<file path="src/rtl/mlp_seq_classifier.sv">
// Sequential two-layer MLP classifier: one MAC per cycle through the hidden layer,
// then the output layer, with a running argmax over the ReLU'd class scores.
module mlp_seq_classifier #(
  parameter int N_IN   = 6,
  parameter int IN_W   = 4,
  parameter int N_HID  = 3,
  parameter int N_OUT  = 3,
  parameter int WGT_W  = 8,
  parameter int ACC0_W = 12,
  parameter int ACC1_W = 19,
  parameter logic [N_HID*N_IN*WGT_W-1:0] W0 = {
    8'(81), 8'(2),  8'(3),   8'(13),  8'(4), 8'(5),
    8'(-3), 8'(-1), 8'(1),   8'(3),   8'(1), 8'(0),
    8'(35), 8'(-15), 8'(-12), 8'(3),  8'(12), 8'(-7)},
  parameter logic [N_HID*ACC0_W-1:0] B0 = {12'(-251), 12'(-127), 12'(204)},
  parameter logic [N_OUT*N_HID*WGT_W-1:0] W1 = {
    8'(47), 8'(0), 8'(-6),
    8'(19), 8'(8), 8'(-30),
    8'(-63), 8'(1), 8'(36)},
  parameter logic [N_OUT*ACC1_W-1:0] B1 = {19'(-2100), 19'(4334), 19'(-3568)},
  localparam int CLS_W = (N_OUT > 1) ? $clog2(N_OUT) : 1
) (
  input  logic                   clk,
  input  logic                   rst,
  input  logic                   in_valid,
  output logic                   in_ready,
  input  logic [N_IN*IN_W-1:0]   inp,
  output logic                   out_valid,
  input  logic                   out_ready,
  output logic [CLS_W-1:0]       out,
  output logic [ACC1_W-2:0]      out_score,
  output logic                   busy
);

  localparam int IW = $clog2(((N_IN > N_HID) ? N_IN : N_HID) + 1);
  localparam int JW = $clog2(((N_HID > N_OUT) ? N_HID : N_OUT) + 1);
  localparam int HW = ACC0_W - 1;

  typedef enum logic [1:0] {IDLE, L0, L1, DONE} state_t;
  state_t state, state_nx;

  logic [IW-1:0]              i_cnt;
  logic [JW-1:0]              j_cnt;
  logic [N_IN*IN_W-1:0]       x_reg;
  logic [N_HID*HW-1:0]        h;
  logic signed [ACC0_W-1:0]   acc0, sum0, b0_sel, p0_ext;
  logic signed [ACC1_W-1:0]   acc1, sum1, b1_sel, p1_ext;
  logic signed [IN_W+WGT_W:0] p0;
  logic signed [HW+WGT_W:0]   p1;
  logic [IN_W-1:0]            x_sel;
  logic [HW-1:0]              h_sel;
  logic signed [WGT_W-1:0]    w0_sel, w1_sel;
  logic [ACC1_W-2:0]          relu1, best_val, best_val_nx;
  logic [CLS_W-1:0]           best_idx, best_idx_nx;
  logic                       last_i0, last_j0, last_i1, last_j1;

  always_comb begin
    last_i0 = (i_cnt == IW'(N_IN - 1));
    last_j0 = (j_cnt == JW'(N_HID - 1));
    last_i1 = (i_cnt == IW'(N_HID - 1));
    last_j1 = (j_cnt == JW'(N_OUT - 1));
  end

  // Hidden layer MAC: unsigned feature times signed weight, wrapping at ACC0_W.
  always_comb begin
    x_sel  = x_reg[i_cnt*IN_W +: IN_W];
    w0_sel = W0[(j_cnt*N_IN + i_cnt)*WGT_W +: WGT_W];
    b0_sel = B0[j_cnt*ACC0_W +: ACC0_W];
    p0     = $signed({1'b0, x_sel}) * w0_sel;
    p0_ext = ACC0_W'(p0);
    sum0   = ((i_cnt == '0) ? b0_sel : acc0) + p0_ext;
  end

  // Output layer MAC on zero-extended hidden activations, wrapping at ACC1_W.
  always_comb begin
    h_sel  = h[i_cnt*HW +: HW];
    w1_sel = W1[(j_cnt*N_HID + i_cnt)*WGT_W +: WGT_W];
    b1_sel = B1[j_cnt*ACC1_W +: ACC1_W];
    p1     = $signed({1'b0, h_sel}) * w1_sel;
    p1_ext = ACC1_W'(p1);
    sum1   = ((i_cnt == '0) ? b1_sel : acc1) + p1_ext;
    relu1  = sum1[ACC1_W-1] ? '0 : sum1[ACC1_W-2:0];
  end

  // Strict greater-than keeps the lowest index on ties.
  always_comb begin
    best_val_nx = best_val;
    best_idx_nx = best_idx;
    if (j_cnt == '0 || relu1 > best_val) begin
      best_val_nx = relu1;
      best_idx_nx = CLS_W'(j_cnt);
    end
  end

  always_ff @(posedge clk) begin
    if (rst) state <= IDLE;
    else     state <= state_nx;
  end

  always_comb begin
    state_nx  = state;
    in_ready  = (state == IDLE);
    out_valid = (state == DONE);
    busy      = (state == L0) || (state == L1);
    case (state)
      IDLE: if (in_valid)            state_nx = L0;
      L0:   if (last_i0 && last_j0)  state_nx = L1;
      L1:   if (last_i1 && last_j1)  state_nx = DONE;
      DONE: if (out_ready)           state_nx = IDLE;
      default:                       state_nx = IDLE;
    endcase
  end

  always_ff @(posedge clk) begin
    if (rst) begin
      i_cnt     <= '0;
      j_cnt     <= '0;
      x_reg     <= '0;
      h         <= '0;
      acc0      <= '0;
      acc1      <= '0;
      best_val  <= '0;
      best_idx  <= '0;
      out       <= '0;
      out_score <= '0;
    end else begin
      case (state)
        IDLE: if (in_valid) begin
          x_reg <= inp;
          i_cnt <= '0;
          j_cnt <= '0;
        end
        L0: begin
          acc0 <= sum0;
          if (last_i0) begin
            h[j_cnt*HW +: HW] <= sum0[ACC0_W-1] ? '0 : sum0[HW-1:0];
            i_cnt <= '0;
            j_cnt <= last_j0 ? '0 : j_cnt + 1'b1;
          end else begin
            i_cnt <= i_cnt + 1'b1;
          end
        end
        L1: begin
          acc1 <= sum1;
          if (last_i1) begin
            best_val <= best_val_nx;
            best_idx <= best_idx_nx;
            i_cnt    <= '0;
            if (last_j1) begin
              j_cnt     <= '0;
              out       <= best_idx_nx;
              out_score <= best_val_nx;
            end else begin
              j_cnt <= j_cnt + 1'b1;
            end
          end else begin
            i_cnt <= i_cnt + 1'b1;
          end
        end
        default: ;
      endcase
    end
  end

endmodule

</file>
<file path="config.mk">
export PLATFORM = sky130hd
export DESIGN_NAME = mlp_seq_classifier
export DESIGN_NICKNAME = d
export VERILOG_FILES = /design/src/rtl/mlp_seq_classifier.sv
export SDC_FILE = /design/constraint.sdc
export NUM_CORES = 1
export LEC_CHECK = 0
export ABC_AREA = 1
export BUFFER_PORTS_ARGS = -buffer_cell sky130_fd_sc_hd__buf_2
export CAP_MARGIN = 20
export CORE_MARGIN = 2
export CORE_UTILIZATION = 53
export CTS_BUF_LIST = sky130_fd_sc_hd__clkbuf_4 sky130_fd_sc_hd__clkbuf_8
export DETAILED_ROUTE_END_ITERATION = 8
export PLACE_DENSITY = 0.73
export SYNTH_ARGS = -nofsm -noshare
export SYNTH_HDL_FRONTEND = slang
export SYNTH_SLANG_ARGS = --single-unit
</file>
<file path="constraint.sdc">
create_clock -name clk -period 7.9 [get_ports clk]
set_input_delay 1.185 -clock clk [delete_from_list [all_inputs] [get_ports clk]]
set_output_delay 1.185 -clock clk [all_outputs]
set_load 0.05 [all_outputs]
</file>
# After elaboration in Yosys (flattened, before gate mapping)
# Index checks and enable logic that the tools add are counted.
# op_classes
n_eq_ne	12
order_cmp	1
muxes	21
n_reduce_logical	15
shift	8
n_mul	8
addsub	7
# ops
op	n
144-bit by 10-bit indexed part select with 8-bit output, first input constant	1
72-bit by 9-bit indexed part select with 8-bit output, first input constant	1
57-bit by 8-bit indexed part select with 19-bit output, first input constant	1
18-bit 2-to-1 mux	2
36-bit by 7-bit indexed part select with 12-bit output, first input constant	1
6-bit negation with 34-bit output	1
11-bit by 34-bit variable shift with 33-bit output, first input constant	1
11-bit by 34-bit indexed part select with 33-bit output	1
33-bit bitwise mux	1
33-bit by 8-bit indexed part select with 11-bit output	1
24-bit by 6-bit indexed part select with 4-bit output	1
19-bit adder	1
12-bit by 8-bit multiplier with 19-bit output	1
19-bit 2-to-1 mux	1
18-bit greater-than comparator	1
2-bit 2-to-1 mux	9
12-bit adder	1
2-bit by 2-bit multiplier with 4-bit output, second input constant	3
5-bit by 8-bit multiplier with 12-bit output	1
12-bit 2-to-1 mux	1
11-bit 2-to-1 mux	1
3-bit 2-to-1 mux	3
3-bit case mux with 3 select lines	1
2-bit case mux with 4 select lines	1
other kinds (22)	35
# word_totals
output_inout_bits	23
regBits	135
elab_cells	83
in_bits	28

# Depth between registers and ports, before layout
# logic_depth
depth_word	9
ltp_mapped	54
mapped_depth_nobuf	52

# Least setup slack after synthesis
# No wires, ideal clock.
# synth_path
path_type	reg-to-reg
from	register j_cnt[0]
to	register best_val[1]
path_stages_with_launch	45
required_time_ns	7.844
synth_period_minus_slack_ns	8.470
setup_time_ns	0.056
arrival_time_ns	8.414
n_path_buf	4
path_slack_ns	-0.570
cell_sequence	dfxtp_1 inv_1 fa_1 inv_1 ha_1 fa_1 buf_2 nor3_1 nor2_1 nor2_1 inv_1 nor2_1 fa_1 fa_1 inv_1 fa_1 fa_1 fa_1 [... 9 more ...] nand2_1 buf_4 inv_2 buf_6 nor2_1 ha_1 nand2_1 nor2_1 and2_1 nand4_1 nand3_1 nand2_1 nand2_1 buf_1 nand3_1 nand3_1 nand2_1 inv_1
# synth_via
elab_chain_len	9
elab_cells_between_ends	13
classes_between	add/sub: 2; mul: 3; order compare: 1; shift: 2; mux: 3; reduce/logical: 2
# synth_lines
item	line	text
start: declaration	43	logic [JW-1:0] j_cnt;
start signal: assignment	138	j_cnt <= last_j0 ? '0 : j_cnt + 1'b1;
start signal: assignment	154	j_cnt <= j_cnt + 1'b1;
2-bit by 2-bit multiplier with 4-bit output	77	w1_sel = W1[(j_cnt*N_HID + i_cnt)*WGT_W +: WGT_W];
4-bit by 3-bit adder with 5-bit output	77	
72-bit by 9-bit indexed part select with 8-bit output	77	
12-bit by 8-bit multiplier with 19-bit output	79	p1 = $signed({1'b0, h_sel}) * w1_sel;
19-bit adder	81	sum1 = ((i_cnt == '0) ? b1_sel : acc1) + p1_ext;
18-bit 2-to-1 mux	82	relu1 = sum1[ACC1_W-1] ? '0 : sum1[ACC1_W-2:0];
18-bit greater-than comparator	89	if (j_cnt == '0 || relu1 > best_val) begin
1-bit logical OR	89	
18-bit 2-to-1 mux (*)	89	
end signal: assignment	146	best_val <= best_val_nx;
end: declaration	53	logic [ACC1_W-2:0] relu1, best_val, best_val_nx;
# Every way passes the cells marked *; elsewhere a longest branch is shown, timed or not.
# A chain may end at the register's enable or synchronous reset.

# Worst setup path in the final report
# layout_path
from	register j_cnt[1]
to	register out_score[13]
# layout_via
elab_chain_len	9
elab_cells_between_ends	15
classes_between	add/sub: 2; mul: 3; order compare: 1; eq/ne: 1; shift: 2; mux: 3; reduce/logical: 3
# layout_lines
item	line	text
2-bit by 2-bit multiplier with 4-bit output	77	
4-bit by 3-bit adder with 5-bit output	77	
72-bit by 9-bit indexed part select with 8-bit output	77	
12-bit by 8-bit multiplier with 19-bit output	79	
19-bit adder	81	
18-bit 2-to-1 mux	82	
18-bit greater-than comparator	89	
1-bit logical OR	89	
18-bit 2-to-1 mux	89	
end signal: assignment	152	out_score <= best_val_nx;
end: declaration	31	output logic [ACC1_W-2:0] out_score,
# Several ways; a longest one is shown, not always the timed one.

==> impl_metrics.tcl <==
set metrics [dict create \
    drtPass1Iterations 5 \
    async_flop_share 0 \
    slew_headroom 0.341 \
    setup_tns_ns -4.25 \
    overflow 0 \
    cts_root_buf "clkbuf_8" \
    fin_skew_ns 0.0154 \
    yosys_warnings 0 \
    final_cells 2152 \
    syn_area_sq_mm 0.0123 \
    setup_slack_ns -0.144 \
    ys_dominant_reg_cell "dfxtp_1" \
    hpwl_um 24900 \
    clk_pin_slew_ns 0.09 \
    hp-class "reg2reg" \
    avgViaCountPerCell 5.34 \
    failed_checks "negative setup slack" \
    synth_edf_count 0 \
    cts_buffers 17 \
    fp.dieH_um 157 \
    antenna_left 0 \
    grt_setup_unrepaired "yes" \
    post_dp_cell_area_sq_mm 0.0134 \
    syn_inst 1735 \
    crit_required_ns 8.27 \
    ys_seq_area_frac 0.219 \
    track_usage 0.278 \
    antenna_cells 0 \
    max-cap-violations 0 \
    synth_cell_types 46 \
    core_area_sq_mm 0.0227 \
    drv_slew 0 \
    grt_pass1_wl_um 54000 \
    layout.area.seq_sq_mm 0.00271 \
    drt_iter0_drc 887 \
    design_area_sq_mm 0.0147 \
    worstSetupPathType "reg2reg" \
    cpPeakStageDelay_ns 0.59 \
    post-route-period-util 1.02 \
    max_freq_mhz 124 \
    endpoint_kind "register" \
    finalSetupViolCount 40 \
    startpoint_type "register" \
    status "complete, but fails checks" \
    cts.sinks 135 \
    n_fill_cell 1933 \
    antenna_found_initial 0 \
    insertion_delay_ns 0.47 \
    hold_viol_final 0 \
    io_pins 51 \
    area_growth_pct 19.5 \
    cts_tree "yes" \
    clock_path_buffers 2 \
    dieArea_sq_mm 0.0245 \
    largest_reg_flops 33 \
    fin_nets 2103 \
    final_core_util 0.649 \
    wirelength_um 33800 \
    path_max_fanout 5 \
    grt_max_degree 74 \
    wire_per_inst_um 15.7 \
    port_buffers 50 \
    multi_input_area_sq_mm 0.00878 \
    crit_slowest_cell "fa_1" \
    cp_data_arrival_time_ns 8.42 \
    h-tree-depth 4 \
    synth_area_per_cell_sq_um 7.10 \
    synth.net_count 1984 \
    die_w_um 157 \
    period_needed_ns 8.04 \
    ys_ff_latch 135 \
    rows 55 \
    worst_pin_slew_ns 0.989 \
    grt_pass1_vias 10900 \
    vias 11500 \
    drive_gt1_frac 0.201 \
    start_util 0.543 \
    gp_congestion 0.900 \
    drc 0 \
    dp_cells 2095 \
]
layer usage:
metal	global-route usage	share of wire	up-vias
met4	0.0760	0.021	0
li1	-	-	5667
met3	0.0379	0.060	58
met2	0.444	0.46	370
met5	0	0	-
met1	0.396	0.46	5406
worst max-delay path: cells and delay by family (launching register included):
family,cells,cell delay (ns)
xor+xnor,1,0.33
flops,1,0.34
compound gates,3,0.60
buf+inv,12,0.91
fa+ha+maj,10,4.14
simple gates,17,1.61
path summary, 6_finish.rpt:
path	startpoint	to	slack, ns	cells after the start
worst min-delay path	x_reg[21]$_SDFFE_PP0P_	x_reg[21]$_SDFFE_PP0P_	0.46	2
worst max register to register	j_cnt[1]$_SDFFE_PP0P_	out_score[13]$_SDFFE_PP0P_	-0.14	43
worst max-delay path	j_cnt[1]$_SDFFE_PP0P_	out_score[13]$_SDFFE_PP0P_	-0.14	43
worst min register to register	x_reg[21]$_SDFFE_PP0P_	x_reg[21]$_SDFFE_PP0P_	0.46	2
layout make-up:
type                            instances  area share
Clock buffer                           19      0.0178
Tap cell                              285      0.0242
Timing Repair inverter                  1    0.000510
Multi-Input combinational cell       1197       0.596
Clock inverter                         13     0.00934
Timing Repair Buffer                  161      0.0810
Inverter                              341      0.0872
Sequential cell                       135       0.184
kinds of logic after synthesis:
| kind of cell | share of synthesized area |
|---|---|
| compound gates | 0.125 |
| xor+xnor | 0.0156 |
| fa+ha+maj | 0.286 |
| buf+inv | 0.125 |
| flops | 0.219 |
| simple gates | 0.229 |
cells in the mapped netlist (2+ instances only):
master    instances  area, sq um
inv_1           330         1240
nand2_1         324         1220
nor2_1          190          713
dfxtp_1         135         2700
nand3_1         131          656
ha_1            120         1500
a21oi_1         118          591
fa_1            101         2020
o21ai_0          87          435
clkbuf_1         42          158
o21a_1           21          158
xor2_1           15          131
buf_2            11         55.1
nor2_2           10         62.6
inv_2             9         33.8
o211ai_1          8         60.1
nor3_1            7         35.0
o22ai_1           7         43.8
xnor2_1           7         61.3
a22oi_1           5         37.5
buf_1             5         18.8
nand4_1           5         31.3
o21bai_1          5         37.5
a31oi_1           4         25.0
o32ai_1           4         35.0
a21o_1            3         22.5
buf_4             3         22.5
o21ai_1           3         15.0
or2_2             3         18.8
a211oi_1          2         15.0
a22o_1            2         17.5
clkinv_1          2         7.51
nor2_4            2         22.5
or2_1             2         12.5
placed cells by master (no fill, tap or decap), types with 8 or more instances in the layout:
| cell | count |
|---|---|
| o21ai_0 | 81 |
| fa_1 | 96 |
| nor2_4 | 8 |
| nand2_2 | 15 |
| nand2_1 | 301 |
| clkbuf_8 | 19 |
| o21a_1 | 21 |
| ha_4 | 11 |
| xor2_1 | 13 |
| a21oi_2 | 11 |
| nor2_2 | 31 |
| buf_4 | 99 |
| buf_2 | 50 |
| nand3_2 | 36 |
| o211ai_1 | 8 |
| nand3_1 | 90 |
| inv_1 | 309 |
| a21oi_1 | 107 |
| o21ai_1 | 8 |
| inv_2 | 29 |
| ha_1 | 107 |
| dfxtp_1 | 132 |
| nor2_1 | 163 |
through the flow:
| step | setup WS [ns] | hold WS, ns |
|---|---|---|
| finish | -0.144 | 0.460 |
| floorplan | 0.0120 | 0.430 |
| global route | -0.450 | 0.477 |
| detailed placement | -0.329 | 0.448 |
| global placement | -0.135 | 0.442 |
| CTS | 0.00459 | 0.460 |
timing repair:
action                     4_1_cts  5_1_grt
setup buffers                    6       15
pin swaps                       22       88
setup endpoints to repair       40       40
hold buffers                     0        0
gates resized for setup         47      137
cloned                           3        1
Power is not shown: default switching activity piles up to over one toggle a cycle in this logic, so the estimate is an artifact.
